===== config.mk =====
export PLATFORM = sky130hd
export DESIGN_NAME = uart_term_mon
export DESIGN_NICKNAME = d
export VERILOG_FILES = /design/src/rtl/uart_term_mon.sv
export SDC_FILE = /design/constraint.sdc
export NUM_CORES = 1
export LEC_CHECK = 0
export CORE_ASPECT_RATIO = 0.9
export CORE_MARGIN = 3
export CORE_UTILIZATION = 55
export DETAILED_ROUTE_END_ITERATION = 8
export PLACE_DENSITY = 0.73
export SLEW_MARGIN = 5
export SYNTH_ARGS = -nofsm -noshare
export SYNTH_HDL_FRONTEND = slang
export SYNTH_SLANG_ARGS = --single-unit

===== constraint.sdc =====
create_clock -name HCLK -period 4.18 [get_ports HCLK]
set_clock_uncertainty 0.05 [all_clocks]
set_input_delay 0.418 -clock HCLK [delete_from_list [all_inputs] [get_ports HCLK]]
set_output_delay 0.418 -clock HCLK [all_outputs]
set_load 0.02 [all_outputs]

===== src/rtl/uart_term_mon.sv =====
// uart_term_mon: UART receive monitor with start validation, parity and
// stop checking, break handling and a first-word fall-through FIFO.
module uart_term_mon #(
    parameter int CLKS_PER_BIT = 16,
    parameter int DATA_BITS    = 8,
    parameter int PARITY       = 0,
    parameter int STOP_BITS    = 1,
    parameter int FIFO_DEPTH   = 16
) (
    input  logic                        HCLK,
    input  logic                        HRESETn,
    input  logic                        rx,
    input  logic                        rd_en,
    output logic [DATA_BITS-1:0]        rd_data,
    output logic                        rd_valid,
    output logic [$clog2(FIFO_DEPTH):0] level,
    output logic                        frame_err,
    output logic                        parity_err,
    output logic                        overflow,
    input  logic                        clr_err,
    output logic [15:0]                 char_cnt
);

    localparam int AW = $clog2(FIFO_DEPTH);

    localparam logic [15:0] HALF_LOAD = 16'(CLKS_PER_BIT / 2 - 1);
    localparam logic [15:0] FULL_LOAD = 16'(CLKS_PER_BIT - 1);
    localparam logic [3:0]  LAST_DATA = 4'(DATA_BITS - 1);
    localparam logic [3:0]  LAST_STOP = 4'(STOP_BITS - 1);

    typedef enum logic [2:0] {
        IDLE,
        START,
        DATA,
        PAR,
        STOP,
        BREAK
    } state_t;

    logic [1:0] sync;
    logic       rxs;
    logic       rxs_d;

    state_t               state;
    state_t               state_nx;
    logic [15:0]          timer;
    logic [15:0]          timer_nx;
    logic [3:0]           bit_idx;
    logic [3:0]           bit_idx_nx;
    logic [DATA_BITS-1:0] shreg;
    logic [DATA_BITS-1:0] shreg_nx;
    logic                 par_bit;
    logic                 par_bit_nx;
    logic                 push;
    logic                 push_nx;
    logic                 ferr_nx;
    logic                 perr_nx;
    logic                 tick;
    logic                 par_ok;

    logic [DATA_BITS-1:0] mem [FIFO_DEPTH];
    logic [AW-1:0]        wr_ptr;
    logic [AW-1:0]        rd_ptr;
    logic [AW:0]          count;
    logic                 full;
    logic                 pop;
    logic                 wr;
    logic                 drop;

    // Synchroniser idles high so reset never fakes a start edge.
    always_ff @(posedge HCLK or negedge HRESETn) begin
        if (!HRESETn) begin
            sync  <= 2'b11;
            rxs_d <= 1'b1;
        end else begin
            sync  <= {sync[0], rx};
            rxs_d <= rxs;
        end
    end

    assign rxs  = sync[1];
    assign tick = (timer == 16'd0);

    always_comb begin
        par_ok = 1'b1;
        if (PARITY == 1) begin
            par_ok = ^{shreg, par_bit};
        end else if (PARITY == 2) begin
            par_ok = ~^{shreg, par_bit};
        end
    end

    always_ff @(posedge HCLK or negedge HRESETn) begin
        if (!HRESETn) begin
            state      <= IDLE;
            timer      <= HALF_LOAD;
            bit_idx    <= '0;
            shreg      <= '0;
            par_bit    <= 1'b0;
            push       <= 1'b0;
            frame_err  <= 1'b0;
            parity_err <= 1'b0;
        end else begin
            state      <= state_nx;
            timer      <= timer_nx;
            bit_idx    <= bit_idx_nx;
            shreg      <= shreg_nx;
            par_bit    <= par_bit_nx;
            push       <= push_nx;
            frame_err  <= ferr_nx;
            parity_err <= perr_nx;
        end
    end

    always_comb begin
        state_nx   = state;
        timer_nx   = tick ? FULL_LOAD : timer - 16'd1;
        bit_idx_nx = bit_idx;
        shreg_nx   = shreg;
        par_bit_nx = par_bit;
        push_nx    = 1'b0;
        ferr_nx    = 1'b0;
        perr_nx    = 1'b0;
        unique case (state)
            IDLE: begin
                timer_nx   = HALF_LOAD;
                bit_idx_nx = '0;
                if (rxs_d && !rxs) begin
                    state_nx = START;
                end
            end
            START: begin
                if (tick) begin
                    state_nx = rxs ? IDLE : DATA;
                end
            end
            DATA: begin
                if (tick) begin
                    shreg_nx = {rxs, shreg[DATA_BITS-1:1]};
                    if (bit_idx == LAST_DATA) begin
                        bit_idx_nx = '0;
                        state_nx   = (PARITY != 0) ? PAR : STOP;
                    end else begin
                        bit_idx_nx = bit_idx + 4'd1;
                    end
                end
            end
            PAR: begin
                if (tick) begin
                    par_bit_nx = rxs;
                    state_nx   = STOP;
                end
            end
            STOP: begin
                if (tick) begin
                    if (!rxs) begin
                        ferr_nx  = 1'b1;
                        perr_nx  = !par_ok;
                        state_nx = BREAK;
                    end else if (bit_idx == LAST_STOP) begin
                        push_nx  = par_ok;
                        perr_nx  = !par_ok;
                        state_nx = IDLE;
                    end else begin
                        bit_idx_nx = bit_idx + 4'd1;
                    end
                end
            end
            BREAK: begin
                if (rxs) begin
                    state_nx = IDLE;
                end
            end
            default: state_nx = IDLE;
        endcase
    end

    // A push at full is still accepted when the head leaves that cycle.
    assign full     = count[AW];
    assign rd_valid = |count;
    assign pop      = rd_en && rd_valid;
    assign wr       = push && (!full || pop);
    assign drop     = push && full && !pop;
    assign rd_data  = rd_valid ? mem[rd_ptr] : '0;
    assign level    = count;

    always_ff @(posedge HCLK) begin
        if (wr) begin
            mem[wr_ptr] <= shreg;
        end
    end

    always_ff @(posedge HCLK or negedge HRESETn) begin
        if (!HRESETn) begin
            wr_ptr   <= '0;
            rd_ptr   <= '0;
            count    <= '0;
            char_cnt <= '0;
            overflow <= 1'b0;
        end else begin
            if (wr) begin
                wr_ptr   <= wr_ptr + AW'(1);
                char_cnt <= char_cnt + 16'd1;
            end
            if (pop) begin
                rd_ptr <= rd_ptr + AW'(1);
            end
            if (wr && !pop) begin
                count <= count + (AW+1)'(1);
            end else if (pop && !wr) begin
                count <= count - (AW+1)'(1);
            end
            if (drop) begin
                overflow <= 1'b1;
            end else if (clr_err) begin
                overflow <= 1'b0;
            end
        end
    end

endmodule


==> impl_results.md, run 1 <==
* Period utilization at 0.8184
* Max Slew Vio Count at 0
* Fin cells at 767
* Critical Path AT at 2.95 ns
* GRT Overall Usage at 0.2111
* Fillers at 1,009
* Final Util at 0.6570
* Number of global-route vias before repair at 4,529
* Final setup fails at 0
* Register Area at 5504 um^2
* Post-DP HPWL at 10.37 mm
* Via-per-instance ratio at 5.820
* Worst R2R Start: level[1]
* Postcts setup bufs at 0
* Row count at 41
* Hold Path Class: input pin to async pin
* Number of antenna violations at the first check in global routing at 0
* Sequential area share after synthesis at 0.6693
* Total power at 0.005392 W
* Max VDD drop at 455.9 uV
* Routed Antenna Nets at 0
* Worst R2R End: level[4]
* Starting DRC count in detailed routing at 362
* # hold bufs at CTS at 0
* Yosys warning total at 0
* Setup crit end kind: primary output
* Kind of critical path: register to primary output
* Post-synth EDFFs at 128
* Top cells by count, synth: edfxtp_1, dfrtp_1, nor2_1
* PD cells at 573.5 nW/um^2
* TNS Setup at 0 ns
* Slew HR at 0.2985
* WL per Instance at 20.67 um
* Total Routed Length at 15.86 mm
* Via count at 4,464
* Reg2reg setup slack at 1.67 ns
* I/O pins at 38
* Synthesized area at 8222 um^2
* Critical Path Max Stage Delay at 0.72 ns
* Synth Instances at 519
* Main synth FF type: edfxtp_1
* Synth area leader: edfxtp_1
* DP Cell Count at 735
* # nets final at 581
* Area of the multi-input gates at 2571 um^2
* Die width at 134.9 um
* Total CTS buffers at 17
* Max-Cap Viols at 0
* Tightest Pin Transition at 1.052 ns
* Synth Area per Inst at 15.84 um^2
* TritonCTS clock tree: done
* CP max FO at 21
* Starting Density at 0.5744
* Worst R2R Path Depth at 9
* CTS root buf: clkbuf_16
* Status: finished clean
* CTS Sinks at 194
* Design area at 9403 um^2
* First-pass GRT wire length at 25.75 mm
* Fmax achieved at 0.2923 GHz
* H-tree levels at 4
* Top-count cell post-synth: edfxtp_1
* I/O Buffers at 36
* GRT overflow at 0
* Post-synth ARST share at 0.3402
* Routability cong. at 0.8121
* Data required, critical path at 3.71 ns
* Clock buffer depth at 2
* Delay-heaviest family, CP: buffers and inverters
* Final min period at 3.421 ns
* Area Overhead vs Synth at 14.37%
* Syn Nets at 539
* Die area at 16,450 um^2
* Crit start category: register
* Hold Vio Cnt, Final at 0
* WP buf/inv at 2
* Clk_lat worst skew at 0.43 ns
* Leakage power at 3.505 nW
* Yosys reg bits at 194
* DR pass1 iterations at 4
* Die height at 122.0 um
* Clock-pin slew on the worst setup and hold paths at 0.07 ns
* Post-synth top area share at 0.4675
* Residual DRC at 0
* Largest net degree at the start of global routing at 36
* RSZ-0062 raised after global routing: false
* Share of cells above drive strength 1 at 0.1742
* Post-synthesis cell type count at 54
* Cell Chain, Critical Path: buf_12 -> mux4_2 -> mux2i_1 -> o22ai_1 -> clkdlybuf4s50_1
* Dominant cells by area after synthesis: edfxtp_1, dfrtp_1, mux4_2
* CTS resizes at 0
* ANT cells at 0
* Slowest cell on crit path: dfrtp_2
* DP Area at 8817 um^2
* Core Box Area at 14,310 um^2
[metal layers]
layer | vias up | GRT usage | part of all wire
li1 | 2036 | - | -
met1 | 2299 | 0.3107 | 0.46
met2 | 107 | 0.3181 | 0.47
met3 | 22 | 0.05450 | 0.053
met4 | 0 | 0.05725 | 0.014
met5 | - | 0 | 0
[cell type report]
| class | count | share of cell area |
|---|---|---|
| clock buffers | 19 | 0.04604 |
| flip-flops and latches | 194 | 0.5854 |
| clock inverters | 13 | 0.01623 |
| inverters | 14 | 0.005589 |
| well taps | 193 | 0.02568 |
| repair buffers | 45 | 0.04764 |
| multi-input cells | 289 | 0.2735 |
[cell usage in the layout (no fill, tap or decap), drive strengths merged, types with 3 or more instances in the layout]
master / n
mux4: 32
a21o: 4
nor4: 3
clkinvlp: 3
o21ai: 6
inv: 18
nor2: 37
xnor2: 18
dfrtp: 60
edfxtp: 128
and4: 3
mux2: 12
buf: 10
clkbuf: 19
nor3b: 3
dfstp: 6
xor2: 20
nand2: 28
ha: 14
nand2b: 9
or3: 4
o22ai: 9
nand3: 8
clkinv: 4
mux2i: 19
nor3: 16
a21oi: 7
clkdlybuf4s50: 35
and2: 3
nand4: 7
[where the power goes]
group          switching [W]  total, W  internal, W
Combinational       0.000640   0.00135     0.000709
Clock               0.000714   0.00161     0.000893
Sequential          0.000272   0.00244      0.00216
Total                0.00163   0.00539      0.00377
[how the worst max path moves through the flow]
stage | depth (start not counted) | startpoint | end | slack, ns
2_1_floorplan | 11 | level[4] | level[4] | 1.45
4_1_cts | 5 | rd_ptr[0] | rd_data[4] | 0.69
3_3_place_gp | 5 | rd_ptr[0] | rd_data[1] | 1.21
5_1_grt | 5 | rd_ptr[0] | rd_data[1] | 0.58
6_report | 5 | rd_ptr[0] | rd_data[1] | 0.76
3_5_place_dp | 5 | rd_ptr[0] | rd_data[4] | 1.17
[flip-flops by register name, indices dropped and copies added (netlist names)]
signal,count
mem,128
char_cnt,16
timer,16
shreg,8
level,5
bit_idx,4
rd_ptr,4
wr_ptr,4
state,3
sync,2
frame_err,1
overflow,1
push,1
rxs_d,1
[per-stage QoR]
stage               hold slack, ns  setup slack [ns]
floorplan                  0.07241             1.449
global placement            0.2976             1.210
detailed placement          0.3024             1.168
CTS                       0.009420            0.6935
global route               0.03711            0.5809
finish                    0.003629            0.7589
[kinds of logic (layout without fill, tap and decap cells)]
kind of cell    after synthesis  in the layout  share of synthesized area
flops                       194            194                     0.6693
xor+xnor                     38             38                    0.04048
buf+inv                      36             91                    0.01796
fa+ha+maj                    15             15                    0.02374
other cells                   1              1                  0.0004561
compound gates               38             38                    0.03257
simple gates                134            134                    0.08827
mux                          63             63                     0.1272
(Power assumes the default switching activity.)
==> run 2: changes to the inputs <==
Settings changed: CORE_UTILIZATION 55 to 54, PLACE_DENSITY 0.73 to 0.74.
Clock period 4.18 ns to 2.8 ns, I/O delays scaled along.
==> run 2 against run 1 <==
  * The flow now finishes with violations (hold timing)
  * Global-route usage is 1.1 points lower
  * Non-clock buffer count increased by 21
  * Final area up 1.9%
  * Register-to-register slack got worse by 1.4 ns
  * Die area grew 1.8%
  * Sequential power is 43% higher
  * Core utilization fell by 1.0 points
  * Clock-buffer cell count shrank 2
  * Critical path depth unchanged
  * Cell count up 3.4%
  * Highest routed layer unchanged
==> impl_results.md, run 2 (synthesis gave the netlist of run 1 again) <==
* Starting DRC count in detailed routing at 316 (was 362)
* Most frequent cells in the layout: edfxtp_1, dfrtp_1, nor2_1 (unchanged)
* P_sw at 0.002482 W (was 0.001626 W)
* TritonCTS clock tree: done (unchanged)
* Die area at 16,740 um^2 (was 16,450 um^2)
* Largest net degree at the start of global routing at 67 (was 36)
* Crit. Startpoint: rd_ptr[0] (unchanged)
* Global-route met1 utilization at 0.2887 (was 0.3107)
* Kind of critical path: register to primary output (unchanged)
* Worst R2R Path Depth at 9 (unchanged)
* Total CTS buffers at 17 (unchanged)
* Fmax achieved at 0.3754 GHz
* Sw Ratio at 0.3094 (was 0.3016)
* # hold bufs at CTS at 0 (unchanged)
* Max VDD drop at 582.0 uV (was 455.9 uV)
* Commonest non-fill, non-tap cell in the layout: edfxtp_1 (unchanged)
* Number of global-route vias before repair at 4,485 (was 4,529)
* Area Overhead vs Synth at 16.57% (was 14.37%)
* Clock buffer depth at 2 (unchanged)
* Pre-CTS setup slack at 0.2116 ns (was 1.168 ns)
* Hold Vio Cnt, Final at 15 (was 0)
* Setup crit end kind: primary output (unchanged)
* I/O pins at 38 (unchanged)
* Clk_lat worst skew at 0.43 ns (about the same)
* RSZ-0062 raised after global routing: false (unchanged)
* Worst R2R End: level[4] (unchanged)
* Max-Cap Viols at 0 (unchanged)
* Period utilization at 0.9515
* Residual DRC at 0 (unchanged)
* # nets final at 602 (was 581)
* Worst R2R Start: level[1] (unchanged)
* Final setup fails at 0 (unchanged)
* Biggest register: mem (unchanged)
* Die width at 136.1 um (was 134.9 um)
* Biggest regs: mem: 128 flops, char_cnt: 16 flops, timer: 16 flops (unchanged)
* DR pass1 iterations at 5 (was 4)
* Final min period at 2.664 ns
* CTS root buf: clkbuf_16 (unchanged)
* Starting Density at 0.5548 (was 0.5744)
* Area of the multi-input gates at 2571 um^2 (unchanged)
* GRT overflow at 0 (unchanged)
* Core Box Area at 14,820 um^2 (was 14,310 um^2)
* Tightest Pin Transition at 0.8493 ns (was 1.052 ns)
* Failing checks: hold timing
* Routability cong. at 0.8601 (was 0.8121)
* Met3 Use GR at 0.03987 (was 0.05450)
* GRT Overall Usage at 0.2001 (was 0.2111)
* Clock power frac at 0.291 (was 0.298)
* Comb power frac at 0.274 (was 0.250)
* Critical Path AT at 2.33 ns (was 2.95 ns)
* Part of the power in registers at 0.435 (was 0.452)
* Routed Antenna Nets at 0 (unchanged)
* Crit path to: rd_data[4] (was rd_data[1])
* Fillers at 1,025 (was 1,009)
* Register Area at 5504 um^2 (unchanged)
* Hold Slack at -0.02975 ns (was 0.003629 ns)
* Crit start category: register (unchanged)
* Hold Path Class: input pin to async pin (unchanged)
* Int Power at 0.005541 W (was 0.003766 W)
* Reg2reg setup slack at 0.29 ns (was 1.67 ns)
* Number of flip-flops in the largest register at 128 (unchanged)
* Via count at 4,585 (was 4,464)
* Via-per-instance ratio at 5.782 (was 5.820)
* ANT cells at 0 (unchanged)
* Met2 GRT Util at 0.3048 (was 0.3181)
* Gr busiest metal: met2 (unchanged)
* Total Routed Length at 15.43 mm (was 15.86 mm)
* CTS Sinks at 194 (unchanged)
* Data required, critical path at 2.47 ns (was 3.71 ns)
* TNS Setup at 0 ns (unchanged)
* Row count at 42 (was 41)
* Clock-pin slew on the worst setup and hold paths at 0.08 ns (was 0.07 ns)
* Slew HR at 0.4338 (was 0.2985)
* Number of antenna violations at the first check in global routing at 0 (unchanged)
* Worst Slack Setup Final at 0.1359 ns (was 0.7589 ns)
* Total power at 0.008023 W (was 0.005392 W)
* Status: complete, but fails checks (was finished clean)
* Max Slew Vio Count at 0 (unchanged)
* Leakage power at 3.660 nW (was 3.505 nW)
* CP max FO at 11 (was 21)
* H-tree levels at 4 (unchanged)
* WL per Instance at 19.46 um (was 20.67 um)
* Post-DP HPWL at 10.05 mm (was 10.37 mm)
* PD cells at 837.1 nW/um^2 (was 573.5 nW/um^2)
* Die height at 123.1 um (was 122.0 um)
* I/O Buffers at 36 (unchanged)
* First-pass GRT wire length at 24.95 mm (was 25.75 mm)
* Share of cells above drive strength 1 at 0.2067 (was 0.1742)
run 2: power by group through the flow:
| stage | combinational (W) | clock, W | sequential, W |
|---|---|---|---|
| after floorplan | 0.00151 | 0 | 0.00350 |
| after global placement | 0.00215 | 0 | 0.00354 |
| after detailed placement | 0.00218 | 0 | 0.00355 |
| after CTS | 0.00222 | 0.00238 | 0.00349 |
| after global routing | 0.00241 | 0.00250 | 0.00352 |
| final | 0.00220 | 0.00234 | 0.00349 |
run 2: worst max-delay path, stage by stage, from the launching register on:
cell and delay, ns:
dfrtp_2 0.47, bufbuf_16 0.33, mux4_2 0.51, mux2i_1 0.17, o22ai_1 0.10, dlygate4sd2_1 0.33
run 2: what timing repair did:
item | 4_1_cts | 5_1_grt
endpoints found under the setup margin | 8 | 0
setup buffers | 3 | 0
gates resized for setup | 8 | 0
run 2: stage by stage:
step	utilization	std cells	hold slack, ns	area [um^2]
after floorplan	-	519	-0.06559	8222
after global placement	0.6040	757	0.2957	8951
after detailed placement	0.6040	757	0.2979	8951
after CTS	0.6467	793	0.008616	9584
after global routing	0.6467	793	0.06430	9584
final	0.6467	793	-0.02975	9584
run 2: final cells by class:
type                    instances  area share
flip-flops and latches        194      0.5743
multi-input cells             289      0.2683
repair buffers                 66     0.06475
clock buffers                  17     0.04439
well taps                     198     0.02585
clock inverters                15     0.01697
inverters                      14    0.005483
run 2: worst min-delay path by stage:
stage                 start    endpoint  slack, ns  cells after the start
CTS                 HRESETn   rd_ptr[0]      0.009                      2
floorplan           HRESETn  bit_idx[0]      -0.07                      0
global route        HRESETn   rd_ptr[0]       0.06                      2
finish              HRESETn    timer[4]      -0.03                      2
detailed placement  sync[0]     sync[1]       0.30                      0
global placement    sync[0]     sync[1]       0.30                      0
run 2: routing by layer:
layer  wire, um  vias up  part of all wire
met5          0        -                 0
met1       6868     2341              0.45
met2       7468      137              0.48
met3        811       22             0.053
li1           -     2085                 -
met4        282        0             0.018
